===== config.mk =====
export PLATFORM = sky130hd
export DESIGN_NAME = fetch_stage
export DESIGN_NICKNAME = d
export VERILOG_FILES = /design/src/rtl/fetch_stage_pkg.sv /design/src/rtl/fetch_stage_if_id_reg.sv /design/src/rtl/fetch_stage.sv
export SDC_FILE = /design/constraint.sdc
export NUM_CORES = 1
export LEC_CHECK = 0
export CAP_MARGIN = 20
export CORE_ASPECT_RATIO = 0.5
export CORE_MARGIN = 4
export CORE_UTILIZATION = 41
export CTS_CLUSTER_SIZE = 20
export DETAILED_ROUTE_END_ITERATION = 6
export GPL_ROUTABILITY_DRIVEN = 0
export PLACE_DENSITY = 0.77
export SLEW_MARGIN = 20
export SYNTH_ARGS = -nofsm -noshare
export SYNTH_HDL_FRONTEND = slang
export SYNTH_SLANG_ARGS = --single-unit
export TNS_END_PERCENT = 10

===== constraint.sdc =====
create_clock -name clk -period 1.8 [get_ports clk]
set_input_delay 0.36 -clock clk [delete_from_list [all_inputs] [get_ports clk]]
set_output_delay 0.36 -clock clk [all_outputs]
set_load 0.02 [all_outputs]

===== src/rtl/fetch_stage_pkg.sv =====
// Shared constants and helpers for the instruction-fetch stage.
// Default encodings, state values and the PC adder live here.
package fetch_stage_pkg;

    localparam logic [31:0] RESET_PC_DEF  = 32'h0000_0000;
    localparam logic [31:0] HALT_WORD_DEF = 32'hFFFF_FFFF;
    localparam logic [31:0] NOP_WORD_DEF  = 32'h0000_0000;

    localparam logic [0:0] ST_RUN  = 1'b0;
    localparam logic [0:0] ST_HALT = 1'b1;

    function automatic logic [31:0] add32(
        input logic [31:0] a,
        input logic [31:0] b
    );
        return a + b;
    endfunction

endpackage


===== src/rtl/fetch_stage_if_id_reg.sv =====
// Pipeline register with hold and bubble-insert controls.
// Hold beats bubble; a bubble keeps the previous pc_plus4.
module fetch_stage_if_id_reg #(
    parameter logic [31:0] NOP_WORD = 32'h0000_0000
) (
    input  logic        clk,
    input  logic        reset,
    input  logic        hold,
    input  logic        bubble,
    input  logic [31:0] next_instr,
    input  logic [31:0] next_pc_plus4,
    output logic [31:0] instr,
    output logic [31:0] pc_plus4,
    output logic        valid
);

    always_ff @(posedge clk) begin
        if (reset) begin
            instr    <= NOP_WORD;
            pc_plus4 <= 32'h0;
            valid    <= 1'b0;
        end else if (hold) begin
            instr    <= instr;
            pc_plus4 <= pc_plus4;
            valid    <= valid;
        end else if (bubble) begin
            instr    <= NOP_WORD;
            valid    <= 1'b0;
        end else begin
            instr    <= next_instr;
            pc_plus4 <= next_pc_plus4;
            valid    <= 1'b1;
        end
    end

endmodule


===== src/rtl/fetch_stage.sv =====
// Instruction-fetch stage: owns the PC, feeds IF/ID,
// and freezes permanently on the HALT word until reset.
module fetch_stage
    import fetch_stage_pkg::*;
#(
    parameter logic [31:0] RESET_PC  = RESET_PC_DEF,
    parameter logic [31:0] HALT_WORD = HALT_WORD_DEF,
    parameter logic [31:0] NOP_WORD  = NOP_WORD_DEF
) (
    input  logic        clk,
    input  logic        reset,
    output logic [31:0] imem_addr,
    input  logic [31:0] imem_rdata,
    input  logic        imem_ready,
    input  logic        stall,
    input  logic        redirect_valid,
    input  logic [31:0] redirect_target,
    output logic [31:0] if_id_instr,
    output logic [31:0] if_id_pc_plus4,
    output logic        if_id_valid,
    output logic        halted
);

    logic [31:0] pc;
    logic [31:0] pc_plus4;
    logic [31:0] pc_next;
    logic [0:0]  state;
    logic [0:0]  state_next;
    logic        run;
    logic        in_halt;
    logic        do_redirect;
    logic        do_stall;
    logic        do_wait;
    logic        do_fetch;
    logic        is_halt;
    logic        hold;
    logic        bubble;

    assign pc_plus4  = add32(pc, 32'd4);
    assign imem_addr = pc;
    assign halted    = (state == ST_HALT);

    // One-hot cycle action, in priority order.
    assign run         = (state == ST_RUN);
    assign in_halt     = ~run;
    assign do_redirect = run & redirect_valid;
    assign do_stall    = run & ~redirect_valid & stall;
    assign do_wait     = run & ~redirect_valid & ~stall & ~imem_ready;
    assign do_fetch    = run & ~redirect_valid & ~stall & imem_ready;
    assign is_halt     = (imem_rdata == HALT_WORD);

    always_comb begin
        pc_next    = pc;
        state_next = state;
        unique case (1'b1)
            do_redirect: pc_next = redirect_target;
            do_fetch: begin
                if (is_halt) state_next = ST_HALT;
                else         pc_next    = pc_plus4;
            end
            default: ;
        endcase
    end

    always_ff @(posedge clk) begin
        if (reset) begin
            pc    <= RESET_PC;
            state <= ST_RUN;
        end else begin
            pc    <= pc_next;
            state <= state_next;
        end
    end

    assign hold   = do_stall | (in_halt & stall);
    assign bubble = do_redirect | do_wait | (in_halt & ~stall);

    fetch_stage_if_id_reg #(
        .NOP_WORD (NOP_WORD)
    ) u_if_id (
        .clk           (clk),
        .reset         (reset),
        .hold          (hold),
        .bubble        (bubble),
        .next_instr    (imem_rdata),
        .next_pc_plus4 (pc_plus4),
        .instr         (if_id_instr),
        .pc_plus4      (if_id_pc_plus4),
        .valid         (if_id_valid)
    );

endmodule

==> flow_summary.json, run 1 <==
{
  "root_buffer": "clkbuf_16",
  "rsz0062_at_grt": "yes",
  "slew_violations": 0,
  "synth_edf_count": 0,
  "hpwl_microns": 11000,
  "netlist_area_sq_um": 4620,
  "antenna_found_initial": 0,
  "finalCritPeriodShare_pct": 108,
  "cts_buffers": 9,
  "clk_pin_slew_ns": 0.07,
  "finalSetupViolCount": 23,
  "ys.flop_type": "dfxtp_1",
  "violations": "negative setup slack",
  "wire_per_inst_microns": 19.3,
  "start_util_pct": 42.0,
  "syn2layout_area_growth_pct": 71.8,
  "wirelength_microns": 18000,
  "layout_commonest_cell": "clkdlybuf4s50_1",
  "io_buffers": 166,
  "antenna_cells": 0,
  "clockBufferDepth": 2,
  "drive_gt1_share_pct": 28.0,
  "grt_usage_pct": 24.3,
  "core_area_sq_um": 11000,
  "hold_path_startpoint": "reset",
  "reg2reg_depth": 6,
  "first_global_vias": 5297,
  "slowest_delay_ns": 0.47,
  "finalPower_mw": 5.46,
  "yosysTopAreaCellShare_pct": 42.4,
  "worstPathArrival_ns": 2.18,
  "r2r_setup_slack_ns": -0.15,
  "p_per_area_nw_per_um2": 688,
  "ys_async_sr_fraction_pct": 0,
  "syn_nets": 610,
  "clock-skew-final_ns": 0.00700,
  "end_kind": "flop",
  "critPathLaunch": "imem_addr[21]$_SDFFE_PP0P_",
  "crit_chain": "and4_4 -> nand4_4 -> or3_4 -> nor3_2 -> a21oi_1 -> o32ai_2",
  "min_path_type": "input port to flop",
  "grt_pass1_wl_microns": 26200,
  "ys_seq_area_share_pct": 42.4,
  "critPathLaunchType": "flop",
  "ys_ff_latch": 98,
  "firstDrtPassIters": 6,
  "hold_path_depth": 2,
  "reg2reg_from": "imem_addr[21]$_SDFFE_PP0P_",
  "layout_min_cycle_time_ns": 1.95,
  "grt_overflow": 0,
  "slowest_stage": "or3_4",
  "insertion_delay_ns": 0.34,
  "drtAntennaViolNets": 0,
  "critPathKind": "flop to flop",
  "setup_ws_ns": -0.153,
  "die_h_microns": 83.1,
  "critPathMaxFanout": 4,
  "yosysWarnings": 0,
  "avgSynthCellArea_sq_um": 8.56,
  "cts_tree": "yes",
  "vdd_drop_max_uv": 469,
  "r2r-end": "imem_addr[27]$_SDFFE_PP0P_",
  "netlist-cell-type-count": 58,
  "slew_headroom_pct": 66.0,
  "finalHoldViolations": 0,
  "max_cap_viol_count": 0,
  "first_iter_violations": 546,
  "final_cell_mix": "101 x clkdlybuf4s50_1, 89 x buf_4, 78 x nor2_1",
  "worstMarginPinSlew_ns": 0.509,
  "vias": 5386,
  "drc": 0,
  "holdPathEnd": "u_if_id.pc_plus4[15]$_SDFFE_PP0P_",
  "synthCells": 540,
  "final_nets": 853,
  "cp_data_required_time_ns": 2.03,
  "grt_start_max_net_pins": 44,
  "leakagePower_nw": 3.36,
  "whs_ns": 0.292,
  "ios": 167,
  "synth_area_leaders": "dfxtp_1 42%, nor2_1 6.7%, a22oi_1 5.4%, a21oi_1 4.8%, nand2_1 4.0%",
  "fp-row-count": 27,
  "outcome": "finished, violations left",
  "h-tree-depth": 3,
  "nFillCells": 788,
  "via_per_inst": 5.77,
  "finish.utilization_pct": 72.1,
  "die_w_microns": 158,
  "clock.fmax_mhz": 512,
  "synth_top_cell_by_area": "dfxtp_1",
  "clock_sinks": 98,
  "dieArea_sq_um": 13100
}
## area by class of cell
class	count	area, sq um	area share (%)
multi-input cells	396	2760	34.7
repair buffers	276	2710	34.1
flip-flops and latches	98	1990	25.1
clock buffers	12	268	3.37
well taps	145	181	2.28
clock inverters	4	32.5	0.410
inverters	2	7.51	0.0945
## synth_stat cells (all sizes together), types with 6 or more instances
master	n
dfxtp	98
nor2	83
nand2	50
a21oi	48
a22oi	33
clkbuf	26
o21ai	25
a211oi	19
buf	19
nor3	14
nand4	13
xor2	13
nand3	11
xnor2	11
o32ai	9
and2	7
nor4	7
a22o	6
## worst max-delay path, delay by kind of cell (launching register included)
family | cells | cell delay (ns)
flops | 1 | 0.35
compound gates | 2 | 0.39
simple gates | 4 | 1.10
## sequential cells by signal, summed over array words and instances (netlist names)
name and cells:
u_if_id.instr 32, imem_addr 32, u_if_id.valid 1, u_if_id.pc_plus4 32
halted 1
## how the worst max path moves through the flow
stage | endpoint | slack, ns
2_1_floorplan | imem_addr[28]$_SDFFE_PP0P_ | -0.04
3_3_place_gp | imem_addr[3]$_SDFFE_PP0P_ | -0.66
3_5_place_dp | imem_addr[3]$_SDFFE_PP0P_ | -0.72
4_1_cts | imem_addr[7]$_SDFFE_PP0P_ | -0.06
5_1_grt | imem_addr[27]$_SDFFE_PP0P_ | -0.22
6_report | imem_addr[27]$_SDFFE_PP0P_ | -0.15
## routing by layer
layer	share of wire (%)	wire length, microns	track usage (%)	vias up
met5	0	0	0	-
met4	4.8	873	8.59	0
met3	9.2	1650	7.39	91
met2	47	8410	40.7	310
met1	39	7080	29.5	2542
li1	-	-	-	2443
## per-stage QoR
step	instances	instance area [sq um]	setup TNS (ns)	setup slack, ns
6_report	933	7940	-0.717	-0.153
5_1_grt	933	7940	-2.72	-0.217
4_1_cts	923	7680	-0.524	-0.0610
3_5_place_dp	896	7090	-31.50	-0.719
3_3_place_gp	896	7090	-28.46	-0.660
2_1_floorplan	540	4690	-0.136	-0.0393
## where the power goes
| part | switching (mW) | internal, mW |
|---|---|---|
| registers | 0.0729 | 2.27 |
| clock network | 0.877 | 1.07 |
| logic | 0.595 | 0.577 |
## timing repair
item	4_1_cts	5_1_grt
setup endpoints to repair	46	49
resized for setup	79	63
endpoints found under the hold margin	0	0
hold buffers	0	0
cloned	6	3
buffers inserted	5	11
pin swaps	11	24
## cell families after synthesis
kind of cell / count (synthesis) / synth area share, %
compound gates: 158 / 23.7
simple gates: 210 / 23.8
fa+ha+maj: 1 / 0.271
mux: 2 / 0.433
flops: 98 / 42.4
buf+inv: 47 / 4.85
xor+xnor: 24 / 4.55
Note: power is estimated with default switching activity, not from simulation.
==> run 2, diff against run 1 <==
Settings changed: ABC_AREA from default to 1, CORE_UTILIZATION 41 to 42, PLACE_DENSITY 0.77 to default, PLACE_DENSITY_LB_ADDON from default to 0.2.
==> flow_summary.json, run 2 <==
{
  "setup_tns_ns": 0,
  "syn2layout_area_growth_pct": 48.0,
  "antenna_found_initial": 0,
  "grt_start_max_net_pins": 33,
  "synth_edf_count": 0,
  "hold_path_depth": 2,
  "wire_per_inst_microns": 13.7,
  "clock.fmax_mhz": 573,
  "netlist-cell-type-count": 28,
  "vdd_drop_max_uv": 476,
  "drc": 0,
  "slowest_delay_ns": 0.65,
  "dp_slack_ns": -0.299,
  "finalCritPeriodShare_pct": 96.9,
  "netlist_area_sq_um": 4920,
  "critPathKind": "flop to primary output",
  "r2r-end": "imem_addr[22]$_SDFFE_PP0P_",
  "finalHoldViolations": 0,
  "reg2reg_from": "imem_addr[16]$_SDFFE_PP0P_",
  "synthCells": 766,
  "core_area_sq_um": 11200,
  "yosysMostFrequentCell": "nand2_1",
  "vias": 5331,
  "start_util_pct": 43.9,
  "worstPathArrival_ns": 1.38,
  "layout_min_cycle_time_ns": 1.74,
  "avgSynthCellArea_sq_um": 6.43,
  "clock_sinks": 98,
  "fp-row-count": 27,
  "holdPathEnd": "halted$_SDFFE_PP0P_",
  "ys_ff_latch": 98,
  "via_per_inst": 4.83,
  "finalSetupViolCount": 0,
  "slew_headroom_pct": 77.4,
  "critPathLaunchType": "flop",
  "layout_commonest_cell": "nand2_1",
  "reg2reg_depth": 10,
  "outcome": "complete, no violations",
  "firstDrtPassIters": 5,
  "leakagePower_nw": 3.17,
  "slew_violations": 0,
  "setup_ws_ns": 0.0559,
  "first_global_vias": 5085,
  "r2r_setup_slack_ns": 0.17,
  "insertion_delay_ns": 0.35,
  "die_w_microns": 161,
  "min_path_type": "input port to flop",
  "cp_data_required_time_ns": 1.44,
  "ys.flop_type": "dfxtp_1",
  "wirelength_microns": 15100,
  "cts_buffers": 9,
  "syn_nets": 836,
  "p_per_area_nw_per_um2": 736,
  "worstMarginPinSlew_ns": 0.339,
  "antenna_cells": 0,
  "root_buffer": "clkbuf_16",
  "clock-skew-final_ns": 0.00593,
  "yosys-top-cells-count": "273 x nand2_1, 123 x nor2_1, 98 x dfxtp_1, 70 x a21oi_1, 55 x nand3_1",
  "final_cells": 1103,
  "drtAntennaViolNets": 0,
  "yosysWarnings": 0,
  "end_kind": "primary output",
  "ys_seq_area_share_pct": 39.8,
  "yosysTopAreaCellShare_pct": 39.8,
  "final_cell_mix": "272 x nand2_1, 138 x clkdlybuf4s50_1, 117 x nor2_1",
  "clockBufferDepth": 2,
  "cts_tree": "yes",
  "drive_gt1_share_pct": 9.22,
  "die_h_microns": 84.6,
  "grt_usage_pct": 22.4,
  "ios": 167,
  "io_buffers": 166,
  "dieArea_sq_um": 13600,
  "grt_pass1_wl_microns": 25100,
  "dp.cells": 1087,
  "grt_overflow": 0,
  "ys_async_sr_fraction_pct": 0,
  "first_iter_violations": 375,
  "h-tree-depth": 3,
  "cp_top_family": "buffers and inverters",
  "synth_area_leaders": "dfxtp_1 40%, nand2_1 21%, nor2_1 9.4%, a21oi_1 7.1%, nand3_1 5.6%",
  "critPathMaxFanout": 3,
  "finish.utilization_pct": 65.0,
  "clk_pin_slew_ns": 0.06,
  "hold_path_startpoint": "reset",
  "max_cap_viol_count": 0,
  "crit_chain": "clkdlybuf4s50_1",
  "crit_buf_inv": 1,
  "final_nets": 1009,
  "hpwl_microns": 11300,
  "slowest_stage": "clkdlybuf4s50_1",
  "synth_top_cell_by_area": "dfxtp_1"
}
## run 2: layout make-up
cell class,count,area [sq um]
Clock buffer,11,253
Clock inverter,5,61.3
Fill cell,1063,3930
Inverter,44,170
Multi-Input combinational cell,588,2640
Sequential cell,98,1960
Tap cell,159,199
Timing Repair Buffer,198,2010
## run 2: power by group
group	switching [mW]	leakage, nW	internal [mW]	total (mW)
clock network	0.859	0.156	1.16	2.02
registers	0.103	0.801	2.27	2.37
logic	0.508	2.21	0.466	0.974
total	1.47	3.17	3.89	5.36
## run 2: repair_timing
action,in CTS,in global routing
buffers inserted,0,0
resized for setup,10,29
hold buffers,0,0
endpoints found under the setup margin,10,49
endpoints found under the hold margin,0,0
gates cloned,0,0
## run 2: through the flow
stage	power [mW]	area (sq um)	hold slack [ns]
after floorplan	2.90	4920	0.477
after global placement	3.39	6910	0.449
after detailed placement	3.41	6910	0.454
after CTS	5.43	7210	0.305
after global routing	5.63	7290	0.336
final	5.36	7290	0.327
## run 2: cells by family after synthesis
logic type	count (synthesis)	synth area share [%]
XOR/XNOR	4	0.712
flip-flops	98	39.8
buffers and inverters	80	7.19
AO/OA/AOI/OAI	99	10.6
AND/OR/NAND/NOR	484	41.4
adder cells (fa/ha/maj)	1	0.254
## run 2: worst max path at each step
stage,to,depth (start not counted),slack (ns),start
6_report,halted,1,0.06,halted$_SDFFE_PP0P_
3_5_place_dp,imem_addr[22]$_SDFFE_PP0P_,12,-0.30,imem_rdata[16]
2_1_floorplan,imem_addr[16]$_SDFFE_PP0P_,10,0.19,imem_addr[3]$_SDFFE_PP0P_
4_1_cts,imem_addr[11],1,0.002,imem_addr[11]$_SDFFE_PP0P_
3_3_place_gp,imem_addr[19]$_SDFFE_PP0P_,12,-0.25,imem_rdata[16]
5_1_grt,imem_addr[7]$_SDFFE_PP0P_,11,-0.02,imem_rdata[16]
## run 2: metal layers
| layer | track usage, % | up-vias | wire length, microns |
|---|---|---|---|
| li1 | - | 2755 | - |
| met1 | 28.2 | 2387 | 6700 |
| met2 | 36.3 | 173 | 6660 |
| met3 | 9.71 | 16 | 1570 |
| met4 | 4.57 | 0 | 160 |
| met5 | 0 | - | 0 |
